File: src/rtl/wb_pkg.sv
// Shared Wishbone initiator definitions: bus widths, default timeout and FSM states.
package wb_pkg;
  localparam int WB_AW      = 30;
  localparam int WB_DW      = 32;
  localparam int WB_SELW    = 4;
  localparam int WB_TIMEOUT = 255;

  typedef enum logic [1:0] {
    IDLE     = 2'd0,
    REQUEST  = 2'd1,
    WAIT_ACK = 2'd2
  } wb_state_e;
endpackage

File: src/rtl/wb_timeout_ctr.sv
// Saturating cycle counter for bus watchdogs; o_tc flags the counting cycle whose
// increment brings the count to TIMEOUT, so TIMEOUT enabled cycles elapse before it fires.
module wb_timeout_ctr #(
  parameter int TIMEOUT = 255,
  parameter int TW      = 8
) (
  input  logic i_clk,
  input  logic i_reset,
  input  logic i_clr,
  input  logic i_en,
  output logic o_tc
);
  localparam logic [TW-1:0] CNT_MAX  = TW'(TIMEOUT);
  localparam logic [TW-1:0] CNT_LAST = TW'(TIMEOUT - 1);

  logic [TW-1:0] count_q, count_d;

  always_comb begin
    count_d = count_q;
    if (i_clr) begin
      count_d = '0;
    end else if (i_en && (count_q != CNT_MAX)) begin
      count_d = count_q + 1'b1;
    end
  end

  always_ff @(posedge i_clk) begin
    if (i_reset) begin
      count_q <= '0;
    end else begin
      count_q <= count_d;
    end
  end

  assign o_tc = i_en && !i_clr && (count_q >= CNT_LAST);
endmodule

File: src/rtl/wb_master_bridge.sv
// Single-outstanding pipelined Wishbone B4 initiator: one valid/ready request in,
// one bus transaction out, one-cycle response pulse back (read data or error).
module wb_master_bridge
  import wb_pkg::*;
#(
  parameter int AW      = WB_AW,
  parameter int DW      = WB_DW,
  parameter int TIMEOUT = WB_TIMEOUT,
  parameter int TW      = 8
) (
  input  logic            i_clk,
  input  logic            i_reset,
  // Request: transfer happens on a rising edge where i_req_valid && o_req_ready;
  // the request fields need only be valid in that cycle.
  input  logic            i_req_valid,
  output logic            o_req_ready,
  input  logic            i_req_we,
  input  logic [AW-1:0]   i_req_addr,
  input  logic [DW-1:0]   i_req_data,
  input  logic [DW/8-1:0] i_req_sel,
  output logic            o_rsp_valid,
  output logic [DW-1:0]   o_rsp_data,
  output logic            o_rsp_err,
  output logic            o_wb_cyc,
  output logic            o_wb_stb,
  output logic            o_wb_we,
  output logic [AW-1:0]   o_wb_addr,
  output logic [DW-1:0]   o_wb_data,
  output logic [DW/8-1:0] o_wb_sel,
  input  logic            i_wb_ack,
  input  logic            i_wb_stall,
  input  logic            i_wb_err,
  input  logic [DW-1:0]   i_wb_data,
  output wb_state_e       o_dbg_state
);
  wb_state_e       state_q, state_d;
  logic            cyc_q, cyc_d, stb_q, stb_d, we_q, we_d;
  logic [AW-1:0]   addr_q, addr_d;
  logic [DW-1:0]   wdata_q, wdata_d;
  logic [DW/8-1:0] sel_q, sel_d;
  logic            rsp_valid_q, rsp_valid_d, rsp_err_q, rsp_err_d;
  logic [DW-1:0]   rsp_data_q, rsp_data_d;
  logic            ctr_clr, tmo_tc, bus_done;

  wb_timeout_ctr #(.TIMEOUT(TIMEOUT), .TW(TW)) u_tmo (
    .i_clk   (i_clk),
    .i_reset (i_reset),
    .i_clr   (ctr_clr),
    .i_en    (cyc_q),
    .o_tc    (tmo_tc)
  );

  assign bus_done = i_wb_ack || i_wb_err;

  always_comb begin
    state_d     = state_q;
    cyc_d       = cyc_q;
    stb_d       = stb_q;
    we_d        = we_q;
    addr_d      = addr_q;
    wdata_d     = wdata_q;
    sel_d       = sel_q;
    rsp_valid_d = 1'b0;
    rsp_err_d   = 1'b0;
    rsp_data_d  = rsp_data_q;
    ctr_clr     = 1'b0;
    unique case (state_q)
      IDLE: begin
        if (i_req_valid) begin
          we_d    = i_req_we;
          addr_d  = i_req_addr;
          wdata_d = i_req_data;
          sel_d   = i_req_sel;
          cyc_d   = 1'b1;
          stb_d   = 1'b1;
          ctr_clr = 1'b1;
          state_d = REQUEST;
        end
      end
      REQUEST, WAIT_ACK: begin
        // Slave response beats the watchdog, which beats a plain stall release.
        if (bus_done) begin
          cyc_d       = 1'b0;
          stb_d       = 1'b0;
          rsp_valid_d = 1'b1;
          rsp_err_d   = i_wb_err;
          rsp_data_d  = (!i_wb_err && !we_q) ? i_wb_data : '0;
          state_d     = IDLE;
        end else if (tmo_tc) begin
          cyc_d       = 1'b0;
          stb_d       = 1'b0;
          rsp_valid_d = 1'b1;
          rsp_err_d   = 1'b1;
          rsp_data_d  = '0;
          state_d     = IDLE;
        end else if ((state_q == REQUEST) && !i_wb_stall) begin
          stb_d   = 1'b0;
          state_d = WAIT_ACK;
        end
      end
      default: state_d = IDLE;
    endcase
  end

  always_ff @(posedge i_clk) begin
    if (i_reset) begin
      state_q     <= IDLE;
      cyc_q       <= 1'b0;
      stb_q       <= 1'b0;
      we_q        <= 1'b0;
      addr_q      <= '0;
      wdata_q     <= '0;
      sel_q       <= '0;
      rsp_valid_q <= 1'b0;
      rsp_err_q   <= 1'b0;
      rsp_data_q  <= '0;
    end else begin
      state_q     <= state_d;
      cyc_q       <= cyc_d;
      stb_q       <= stb_d;
      we_q        <= we_d;
      addr_q      <= addr_d;
      wdata_q     <= wdata_d;
      sel_q       <= sel_d;
      rsp_valid_q <= rsp_valid_d;
      rsp_err_q   <= rsp_err_d;
      rsp_data_q  <= rsp_data_d;
    end
  end

  assign o_req_ready = (state_q == IDLE) && !i_reset;
  assign o_rsp_valid = rsp_valid_q;
  assign o_rsp_err   = rsp_err_q;
  assign o_rsp_data  = rsp_data_q;
  assign o_wb_cyc    = cyc_q;
  assign o_wb_stb    = stb_q;
  assign o_wb_we     = we_q;
  assign o_wb_addr   = addr_q;
  assign o_wb_data   = wdata_q;
  assign o_wb_sel    = sel_q;
  assign o_dbg_state = state_q;
endmodule

File: config.mk
export PLATFORM = sky130hd
export DESIGN_NAME = wb_master_bridge
export DESIGN_NICKNAME = d
export VERILOG_FILES = /design/src/rtl/wb_pkg.sv /design/src/rtl/wb_timeout_ctr.sv /design/src/rtl/wb_master_bridge.sv
export SDC_FILE = /design/constraint.sdc
export NUM_CORES = 1
export LEC_CHECK = 0
export CORE_AREA = 10 10 114 116
export DETAILED_ROUTE_END_ITERATION = 7
export DIE_AREA = 0 0 124 126
export PLACE_DENSITY = 0.87
export REMOVE_ABC_BUFFERS = 1
export SETUP_SLACK_MARGIN = 0.3
export SLEW_MARGIN = 10
export SYNTH_ARGS = -nofsm -noshare
export SYNTH_HDL_FRONTEND = slang
export SYNTH_HIERARCHICAL = 1
export SYNTH_SLANG_ARGS = --single-unit
File: constraint.sdc
create_clock -name i_clk -period 7.2 [get_ports i_clk]
set_input_delay 0.72 -clock i_clk [delete_from_list [all_inputs] [get_ports i_clk]]
set_output_delay 0.72 -clock i_clk [all_outputs]
set_load 0.005 [all_outputs]
==> results of run 1 <==
-- synth_stat cells (all sizes together), types with 2 or more instances --
cell,instances,area [µm²]
mux2i,5,50.1
nand2b,3,18.8
nor3b,2,26.3
clkbuf,16,70.1
buf,19,110
a211oi,4,30.0
nor2,5,18.8
a31oi,3,18.8
inv,5,18.8
nand2,174,653
a21oi,103,515
dfxtp,113,2260
mux2,2,22.5
o21ai,4,20.0
o31a,2,18.8
and4,3,26.3
or3,2,12.5
ha,7,87.6
nand3,37,215
nor2b,3,18.8
-- metal layers --
| metal | vias to the layer above | part of all wire | wire length (µm) | track usage |
|---|---|---|---|---|
| met5 | - | 0 | 0 | 0 |
| met3 | 23 | 0.077 | 1160 | 0.0697 |
| met1 | 2083 | 0.35 | 5350 | 0.188 |
| met2 | 162 | 0.55 | 8280 | 0.336 |
| met4 | 0 | 0.020 | 296 | 0.0711 |
| li1 | 2141 | - | - | - |
-- per-stage QoR --
step | area [µm²] | utilization | setup WS, ns
floorplan | 4120 | - | 2.25
global placement | 6420 | 0.600 | 3.76
detailed placement | 6420 | 0.600 | 3.59
CTS | 7100 | 0.664 | 3.97
global route | 7130 | 0.666 | 3.75
finish | 7130 | 0.666 | 3.89
-- flip-flops by register name, summed over array words and instances, names as in the netlist --
name           count
o_rsp_err          1
o_rsp_valid        1
o_dbg_state        2
o_rsp_data        32
o_wb_sel           4
o_wb_we            1
o_wb_cyc           1
o_wb_data         32
o_wb_stb           1
o_wb_addr         30
u_tmo/count_q      8
-- worst paths after layout --
| path | start | end | cells past startpoint |
|---|---|---|---|
| worst max-delay path | o_dbg_state[0] | o_rsp_data[2] | 9 |
| worst min-delay path | o_wb_data[30] | o_wb_data[30] | 2 |
| worst max register to register | o_dbg_state[0] | o_rsp_data[2] | 9 |
| worst min register to register | o_wb_data[30] | o_wb_data[30] | 2 |
-- final cells by class --
type                            instances  area, µm²  share of cell area
Timing Repair Buffer                  215       2150               0.302
Sequential cell                       113       2260               0.317
Clock buffer                           23        477              0.0669
Clock inverter                          9        200              0.0281
Inverter                                6       22.5             0.00316
Tap cell                              140        175              0.0246
Multi-Input combinational cell        368       1840               0.258
-- cell families (layout without fill, tap and decap cells) --
kind of cell / after synthesis / count (layout) / share of synthesized area
AOI/OAI and AO/OA: 118 / 118 / 0.147
xor gates and xnor gates: 1 / 1 / 0.00204
adders and majority gates: 7 / 7 / 0.0204
buffers and inverters: 41 / 253 / 0.0471
DFF: 113 / 113 / 0.526
muxes: 7 / 7 / 0.0169
and+or+nand+nor: 235 / 235 / 0.241
-- power by group --
part	total [W]	switching (W)	internal (W)
clock	0.000947	0.000279	0.000668
sequential	0.000698	0.0000271	0.000671
combinational	0.000328	0.000157	0.000172
total	0.00197	0.000462	0.00151
-- worst max-delay path: stages (launching register included) --
cell     delay [ns]
dfxtp_1        0.41
inv_1          0.11
ha_1           0.24
nand2_2        0.06
buf_4          0.55
inv_2          0.11
nor4b_2        0.54
o31a_2         0.68
nand3_1        0.20
a21oi_1        0.22
==> impl_metrics.csv, run 1 <==
group,metric,value,unit
setup_path,worst-endpoint-required,7.62,ns
yosys,synth_flop_cell,"dfxtp_1",
cts,clock-sinks,113,
routing,vias_per_cell,5.04,
yosys,synthCells,522,
timing,period_minus_slack,3.31,ns
cells_and_area,stdcell_count,874,
routing,post_drt_wl_per_cell,17.3,µm
setup_path,cp-end-kind,"flip-flop",
floorplanning,pin_count,211,
yosys,netlist_area,0.00430,mm²
cts,ctsLongestPathBuffers,2,
yosys,async_flop_share,0,
floorplanning,die_width,124,µm
floorplanning,chipHeight,126,µm
yosys,synth_edf_count,0,
routing,drc,0,
setup_path,critPathMaxFanout,68,
cts,clockRootBuffer,"clkbuf_8",
setup_path,crit_type,"flip-flop to flip-flop",
global_routing,grt_pass1_wl,23.0,mm
cells_and_area,drive_above_1_share,0.0695,
cells_and_area,final_nets,833,
global_routing,grt.overflow.total,0,
pwr,p_total,0.00197,W
cts,clkLatencyLatePin,0.51,ns
place,portBuffers,210,
yosys,ys_warn_count,6,
place,gp_congestion,0.800,
timing,timing.hold.ws,0.452,ns
place,dp_hpwl,10.6,mm
setup_path,crit_arrival,3.72,ns
timing,relSlewSlack,0.434,
pwr,ir_drop,141,µV
cts,cts_setup_buffers,0,
run,maxCapViolCount,0,
routing,drt-initial-drc-count,290,
timing,slew_viol_final,0,
floorplanning,core,0.0107,mm²
yosys,synthDistinctLibCells,37,
cts,cts_buffers,17,
run_status,status,"completed",
pwr,power.density,277,mW/mm²
place,place_inst,840,
yosys,avgSynthCellArea,8.24,µm²
yosys,ys_seq_area_frac,0.526,
setup_path,ff2ff_setup_slack,3.89,ns
timing,setup_tns,0,ns
cts,cts-hold-fix-buffers,0,
global_routing,grt_pass1_vias,4356,
timing,worstMarginPinSlew,0.847,ns
routing,firstDrtPassIters,6,
timing,hold_viol,0,
floorplanning,dieArea,0.0156,mm²
floorplanning,start_util,0.402,
routing,ant_nets,0,
floorplanning,rows,38,
cells_and_area,area_growth_syn_to_layout,65.7,%
cts,cts_resized,0,
cells_and_area,fill_cells,864,
cells_and_area,antenna_cells,0,
timing,setup_violations,0,
cells_and_area,final_common_cell,"clkdlybuf4s50_1",
routing,postRouteWirelength,15.1,mm
global_routing,grt_max_degree,73,
global_routing,track_usage,0.186,
global_routing,antenna_found_initial,0,
cells_and_area,mostFrequentLayoutCells,"clkdlybuf4s50_1 (209), nand2_1 (173), dfxtp_1 (113)",
pwr,leakage,2.58,nW
timing,skew,0.0118,ns
cts,htreeDepth,4,
timing,fin_crit_sh,0.460,
routing,vias,4409,
hold_path,hold_path.class,"flip-flop to flip-flop",
cts,clkSlewWorstSetupHoldPaths,0.06,ns
setup_path,worst_setup_path_start_kind,"flip-flop",
timing,grt_setup_unrepaired,"false",
yosys,synth_seq_cells,113,
cts,cts_tree,"built",
timing,max_freq,0.302,GHz
(Power assumes the default switching activity.)
==> inputs of run 2 (changes only) <==
CORE_AREA = 10 10 121 123   (was 10 10 114 116)
DIE_AREA = 0 0 131 133   (was 0 0 124 126)
PLACE_DENSITY = 0.81   (was 0.87)
clock period = 2.74 ns   (was 7.2 ns; I/O delays follow)
==> run 2 against run 1 <==
  * Clock skew fell by 0.0040 ns
  * First-iteration DRC count rose by 3.4%
  * Via count fell by 5.4%
  * Utilization fell by 8.5 points
==> impl_metrics.csv, run 2 (synthesis gave the netlist of run 1 again) <==
group,metric,value,unit
run_status,status,"completed",
routing,firstDrtPassIters,4,
global_routing,grt_max_degree,73,
routing,vias,4171,
routing,drc,0,
routing,post_drt_wl_per_cell,15.4,µm
timing,worst_slack,0.554,ns
global_routing,grt.overflow.total,0,
setup_path,crit_top_cell,"nand3_1",
routing,postRouteWirelength,14.0,mm
hold_path,hold_path.class,"primary input to flip-flop",
setup_path,cp-end-kind,"flip-flop",
hold_path,hold_start,"i_reset",
cells_and_area,fill_cells,1095,
timing,period_minus_slack,2.19,ns
setup_path,worst-endpoint-required,3.07,ns
routing,vias_per_cell,4.59,
setup_path,path_cells,"and4_1 > nand3_1 > nor4b_4 > o31a_2 > buf_4 > nand3_1 > a21oi_1",
floorplanning,chipHeight,133,µm
setup_path,critPathLaunch,"u_tmo/count_q[4]",
cells_and_area,final_nets,835,
pwr,power.density,726,mW/mm²
setup_path,r2r-start,"u_tmo/count_q[4]",
pwr,ir_drop,398,µV
cts,cts-hold-fix-buffers,0,
place,gp_congestion,0.811,
cts,clkLatencyLatePin,0.41,ns
setup_path,worst_setup_path_start_kind,"flip-flop",
timing,slew_viol_final,0,
cells_and_area,final_common_cell,"clkdlybuf4s50_1",
setup_path,crit_type,"flip-flop to flip-flop",
timing,hold_viol,0,
timing,setup_tns,0,ns
floorplanning,rows,41,
cells_and_area,drive_above_1_share,0.0734,
timing,fin_crit_sh,0.798,
place,dp_hpwl,9.70,mm
floorplanning,pin_count,211,
cells_and_area,mostFrequentLayoutCells,"clkdlybuf4s50_1 (209), nand2_1 (173), dfxtp_1 (113)",
setup_path,critical-path-slowest-cell,"dfxtp_1",
cts,cts_setup_buffers,0,
global_routing,antenna_found_initial,0,
timing,max_freq,0.457,GHz
timing,skew,0.00775,ns
cells_and_area,area_growth_syn_to_layout,67.1,%
cts,cts_resized,0,
setup_path,critical_path.max_stage_delay,0.42,ns
cts,cts_tree,"built",
floorplanning,start_util,0.348,
routing,drt-initial-drc-count,300,
place,pre_cts_ws,0.448,ns
floorplanning,die_width,131,µm
global_routing,grt_pass1_wl,21.7,mm
timing,timing.hold.ws,0.202,ns
cts,clkSlewWorstSetupHoldPaths,0.05,ns
cts,clockRootBuffer,"clkbuf_16",
pwr,leakage,2.60,nW
timing,worstMarginPinSlew,0.761,ns
cts,clock-sinks,113,
hold_path,worstHoldPathCells,2,
routing,ant_nets,0,
cells_and_area,fin_area,0.00719,mm²
floorplanning,core,0.0124,mm²
place,place_area,0.00649,mm²
setup_path,crit_arrival,2.52,ns
place,portBuffers,210,
run,maxCapViolCount,0,
cts,cts_buffers,17,
floorplanning,dieArea,0.0174,mm²
setup_path,r2r_cells,7,
timing,setup_violations,0,
timing,grt_setup_unrepaired,"false",
cells_and_area,antenna_cells,0,
cts,htreeDepth,4,
timing,relSlewSlack,0.493,
cts,ctsLongestPathBuffers,2,
setup_path,critPathMaxFanout,32,
global_routing,grt_pass1_vias,3995,
global_routing,track_usage,0.158,
## run 2: worst paths after layout
check,slack [ns],to
setup reg to reg,0.55,o_rsp_data[14]
hold / removal,0.20,o_wb_cyc
setup / recovery,0.55,o_rsp_data[14]
hold reg to reg,0.45,o_wb_addr[5]
## run 2: through the flow
stage          instances  utilization  power [W]
6_report             908        0.581    0.00521
5_1_grt              908        0.581    0.00545
4_1_cts              908        0.581    0.00528
3_5_place_dp         876        0.525    0.00272
3_3_place_gp         876        0.525    0.00271
2_1_floorplan        487            -    0.00218
## run 2: final cells by class
cell class / count / area [µm²] / area share
Timing Repair Buffer: 217 / 2150 / 0.299
Sequential cell: 113 / 2260 / 0.315
Clock inverter: 10 / 203 / 0.0282
Inverter: 6 / 22.5 / 0.00313
Multi-Input combinational cell: 368 / 1850 / 0.257
Clock buffer: 22 / 484 / 0.0674
Tap cell: 172 / 215 / 0.0299
## run 2: layer usage
layer  share of wire  GRT usage
met2            0.52      0.269
met5               0          0
met4           0.023     0.0661
met1            0.38      0.168
met3           0.079     0.0643
## run 2: where the power goes
group          switching (W)  internal, W
sequential         0.0000646      0.00176
clock               0.000738      0.00180
combinational       0.000402     0.000449
total                0.00121      0.00401
## run 2: critical path, delay by kind of cell, from the launching register on
kind / cells / cell delay (ns)
DFF: 1 / 0.42
and+or+nand+nor: 4 / 0.99
buffers and inverters: 1 / 0.34
AOI/OAI and AO/OA: 2 / 0.35
